### config.mk
export PLATFORM = sky130hd
export DESIGN_NAME = counter_ctrl
export DESIGN_NICKNAME = d
export VERILOG_FILES = /design/src/rtl/counter_ctrl.sv
export SDC_FILE = /design/constraint.sdc
export NUM_CORES = 1
export LEC_CHECK = 0
export BUFFER_PORTS_ARGS = -buffer_cell sky130_fd_sc_hd__buf_2
export CAP_MARGIN = 20
export CORE_UTILIZATION = 52
export DETAILED_ROUTE_END_ITERATION = 10
export HOLD_SLACK_MARGIN = 0.06
export PLACE_DENSITY = 0.76
export SKIP_LAST_GASP = 1
export SLEW_MARGIN = 20
export SYNTH_ARGS = -nofsm -noshare
export SYNTH_HDL_FRONTEND = slang
export SYNTH_SLANG_ARGS = --single-unit
export TNS_END_PERCENT = 10
### constraint.sdc
create_clock -name i_clk -period 5.9 [get_ports i_clk]
set_input_delay 0.295 -clock i_clk [delete_from_list [all_inputs] [get_ports i_clk]]
set_output_delay 0.295 -clock i_clk [all_outputs]
set_load 0.01 [all_outputs]
### src/rtl/counter_ctrl.sv
// counter_ctrl: run/stop/clear controlled up/down counter driven by a tick prescaler.
//
// state | meaning
// STOP  | idle; prescaler and count hold, so a paused run resumes mid-period
// RUN   | prescaler advances; count steps when the prescaler reaches DIV-1
// CLEAR | single pass that zeroes count and prescaler, then returns to STOP
module counter_ctrl #(
  parameter int unsigned DIV       = 10_000_000,
  parameter int unsigned MAX_COUNT = 9999
) (
  input  logic        i_clk,
  input  logic        i_reset_n,
  input  logic        i_run_stop,
  input  logic        i_clear,
  input  logic        i_mode_down,
  output logic [13:0] o_counter,
  output logic        o_run,
  output logic        o_tick,
  output logic        o_wrap
);

  typedef enum logic [1:0] {
    ST_STOP  = 2'd0,
    ST_RUN   = 2'd1,
    ST_CLEAR = 2'd2
  } state_t;

  localparam logic [23:0] PRESC_LAST = 24'(DIV - 1);
  localparam logic [13:0] CNT_MAX    = 14'(MAX_COUNT);

  state_t      state_q, state_d;
  logic [23:0] presc_q, presc_d;
  logic [13:0] count_q, count_d;
  logic        tick_q, tick_d;
  logic        wrap_q, wrap_d;
  logic        terminal;

  // State register; reset lands in STOP so o_run drops with reset.
  always_ff @(posedge i_clk or negedge i_reset_n) begin
    if (!i_reset_n) state_q <= ST_STOP;
    else            state_q <= state_d;
  end

  // Next-state logic; clear outranks run/stop in STOP, and is ignored in RUN.
  always_comb begin
    state_d = state_q;
    case (state_q)
      ST_STOP: begin
        if (i_clear)         state_d = ST_CLEAR;
        else if (i_run_stop) state_d = ST_RUN;
      end
      ST_RUN: begin
        if (i_run_stop) state_d = ST_STOP;
      end
      ST_CLEAR: state_d = ST_STOP;
      default:  state_d = ST_STOP;
    endcase
  end

  // State-decoded output.
  always_comb begin
    o_run = (state_q == ST_RUN);
  end

  // Prescaler and count next values; a terminal event still updates the
  // count when run/stop lands on the same edge.
  always_comb begin
    terminal = (state_q == ST_RUN) && (presc_q == PRESC_LAST);
    presc_d  = presc_q;
    count_d  = count_q;
    tick_d   = 1'b0;
    wrap_d   = 1'b0;
    case (state_q)
      ST_RUN: begin
        if (terminal) begin
          presc_d = '0;
          tick_d  = 1'b1;
          if (i_mode_down) begin
            if (count_q == '0 || count_q > CNT_MAX) begin
              count_d = CNT_MAX;
              wrap_d  = 1'b1;
            end else begin
              count_d = count_q - 14'd1;
            end
          end else begin
            if (count_q >= CNT_MAX) begin
              count_d = '0;
              wrap_d  = 1'b1;
            end else begin
              count_d = count_q + 14'd1;
            end
          end
        end else begin
          presc_d = presc_q + 24'd1;
        end
      end
      ST_CLEAR: begin
        presc_d = '0;
        count_d = '0;
      end
      default: ;
    endcase
  end

  // Datapath registers; reset discards any partial prescaler period.
  always_ff @(posedge i_clk or negedge i_reset_n) begin
    if (!i_reset_n) begin
      presc_q <= '0;
      count_q <= '0;
      tick_q  <= 1'b0;
      wrap_q  <= 1'b0;
    end else begin
      presc_q <= presc_d;
      count_q <= count_d;
      tick_q  <= tick_d;
      wrap_q  <= wrap_d;
    end
  end

  assign o_counter = count_q;
  assign o_tick    = tick_q;
  assign o_wrap    = wrap_q;

endmodule

==> results.cfg <==
[synth]
synth.area.mux_share = 0.00346
ys_ff_latch = 42
yosys.area.top_type_share = 0.363
ys_types = 62
synth-edff-count = 0
async_flop_share = 1.00
synth-xor-area-share = 0.0181
synthTopCellsByArea = dfrtp_1 (36%), o21ai_0 (7.6%), nand2_1 (5.8%), a21oi_1 (2.9%), nor2_1 (2.9%)
yosysWarnings = 0
synth_top_family_by_area = simple AND/OR/NAND/NOR gates
yosysMostFrequentCell = nand2_1
synth_top_area_cell = dfrtp_1
synthesis.nets = 354
synth_area_sq_mm = 0.00290
synth-simple-area-share = 0.291
synth-seq-area-share = 0.363
yosys.area_share.adder = 0.0259
synthFlopType = dfrtp_1
syn_avg_cell_area_sq_um = 8.44
synth-compound-area-share = 0.254
syn_inst = 343
ys_top_cells_by_count = nand2_1 (45), o21ai_0 (44), dfrtp_1 (42), nor2_1 (22), a21oi_1 (17)

[clock_tree]
clkSinkCount = 42
ctsResizeCount = 0
clk_pin_slew_ns = 0.08
post_cts_buffers = 0
cts-root-buf = clkbuf_8
clkLatencyLatePin_ns = 0.30
cts_tree = built
numCtsBuffers = 5
clock_path_buffers = 2
cts_hold_buf = 0
htree_levels = 2

[layout]
multiInputGateArea_sq_mm = 0.00172
syn2layout_area_growth_pct = 7.26
fillers = 457
finalNonFillerCells = 424
seq_area_sq_mm = 0.00105
layout.nets = 365
drive_above_1_share = 0.136
antennaDiodeCount = 0

[worst_setup_path]
critPathArrivalTime_ns = 3.07
reg2reg_slack_ns = 3.05
crit_path_end_kind = flip-flop
r2r_end = presc_q[18]
rr_worst_depth = 6
cp_max_fo = 17
worstSetupStartpointType = flip-flop
r2r-start = state_q[0]
critical_path_class = reg2reg
required_ns = 6.12

[route]
drt_iter0_markers = 216
routed_wl_um = 6810
ant_nets = 0
dr.pass1.iters = 5
dr_total_vias = 2732
post-route-drc-count = 0
routedWlPerCell_um = 16.1
drt-vias-per-instance = 6.44

[sta]
period_needed_ns = 2.85
relSlewSlack = 0.294
max_slew.worst_pin.slew_ns = 1.05
tns_ns = 0
worst_clock_skew_ns = 0.00654
finalCritPeriodShare = 0.484
finalHoldViolations = 0
setup_ws_ns = 3.05
maxSlewViolCount = 0
fmax_mhz = 350
setup_viol = 0
rsz0062_at_grt = false

[power]
p_sw_frac = 0.384
ir_worst_vdd_uv = 232
seq_power_share = 0.373
comb_power_share = 0.352
p_int_mw = 0.529
leakage_nw = 1.33
p_per_area_mw_per_mm2 = 276
clockPowerShare = 0.275
p_switching_mw = 0.329

[place]
gp_congestion = 0.864
placedCellCount = 417
io_buffers = 21
pre_cts_ws_ns = 3.06
dpl.hpwl_um = 4720

[floorplanning]
ios = 22
die_h_um = 76.6
core_sq_mm = 0.00524
num_rows = 26
dieArea_sq_mm = 0.00587
initial_core_util = 0.553
fp.dieW_um = 76.6

[worst_hold_path]
hold_path_class = in2async

[global_route]
antenna_found_initial = 0
grt_pass1_wl_um = 11900
grt_pass1_vias = 2454
grt_max_degree = 43
grt.total_usage = 0.250
grt_remaining_overflow = 0

[run]
max_cap_violations = 0

[status]
outcome = finished, final reports clean
stage by stage:
stage                     instance area, sq um  hold WS [ns]  total power [mW]  utilization
after floorplan                           2900     -0.000591             0.563            -
final                                     3110         0.145             0.857        0.593
after global routing                      3110         0.211             0.918        0.593
after CTS                                 3110         0.180             0.862        0.593
after global placement                    2990         0.489             0.614        0.572
after detailed placement                  2990         0.497             0.626        0.572
cells by family after synthesis:
family          after synthesis
fa+ha+maj                     6
compound gates              111
mux                           1
flops                        42
buf+inv                      26
simple gates                151
xor+xnor                      6
sequential cells by signal, indices dropped and copies added, names as in the netlist:
signal	flops
o_tick	1
state_q	2
o_counter	14
o_wrap	1
presc_q	24
metal layers:
layer,track usage,part of all wire,up-vias,wire length (um)
met3,0.0503,0.071,5,484
met2,0.367,0.45,123,3090
met4,0.0731,0.0069,0,47
met5,0,0,-,0
met1,0.370,0.47,1299,3190
li1,-,-,1305,-
how the worst max path moves through the flow:
stage                       startpoint            end  slack (ns)
final                       state_q[0]    presc_q[18]        3.05
after global routing        state_q[0]    presc_q[18]        2.76
after CTS                   state_q[0]    presc_q[18]        3.04
after detailed placement    state_q[0]    presc_q[18]        3.06
after global placement      state_q[0]    presc_q[19]        3.24
after floorplan           o_counter[0]  o_counter[11]        3.89
cell type report:
| class | instances | share of cell area |
|---|---|---|
| clock buffers | 6 | 0.0266 |
| clock inverters | 1 | 0.00967 |
| inverters | 9 | 0.0109 |
| multi-input cells | 275 | 0.553 |
| flip-flops and latches | 42 | 0.338 |
| well taps | 70 | 0.0282 |
| repair buffers | 21 | 0.0338 |
placed cells by master, fill, tap and decap left out, types with 5 or more instances in the layout:
cell       n
nand2_1   45
o21ai_0   44
dfrtp_1   42
nor2_1    22
buf_2     21
a21oi_1   17
nand3_1   12
nor3_1    12
and3_1    11
nand4_1   10
inv_1      9
o31ai_1    8
a21o_1     7
a31oi_1    7
and2_1     6
ha_1       6
clkbuf_8   6
or3_1      5
xnor2_1    5
power groups by stage:
stage	Sequential (mW)	Combinational (mW)	Clock, mW
after detailed placement	0.325	0.300	0
final	0.320	0.302	0.235
after floorplan	0.322	0.241	0
after global routing	0.323	0.342	0.253
after global placement	0.325	0.289	0
after CTS	0.320	0.302	0.241
critical path, stage by stage, from the launching register on:
cell     delay (ns)
dfrtp_1        0.38
inv_1          0.08
ha_1           0.66
inv_1          0.34
nor3_2         0.91
nand4_1        0.20
o21ai_0        0.20
Power figures use the tool's default switching activity.
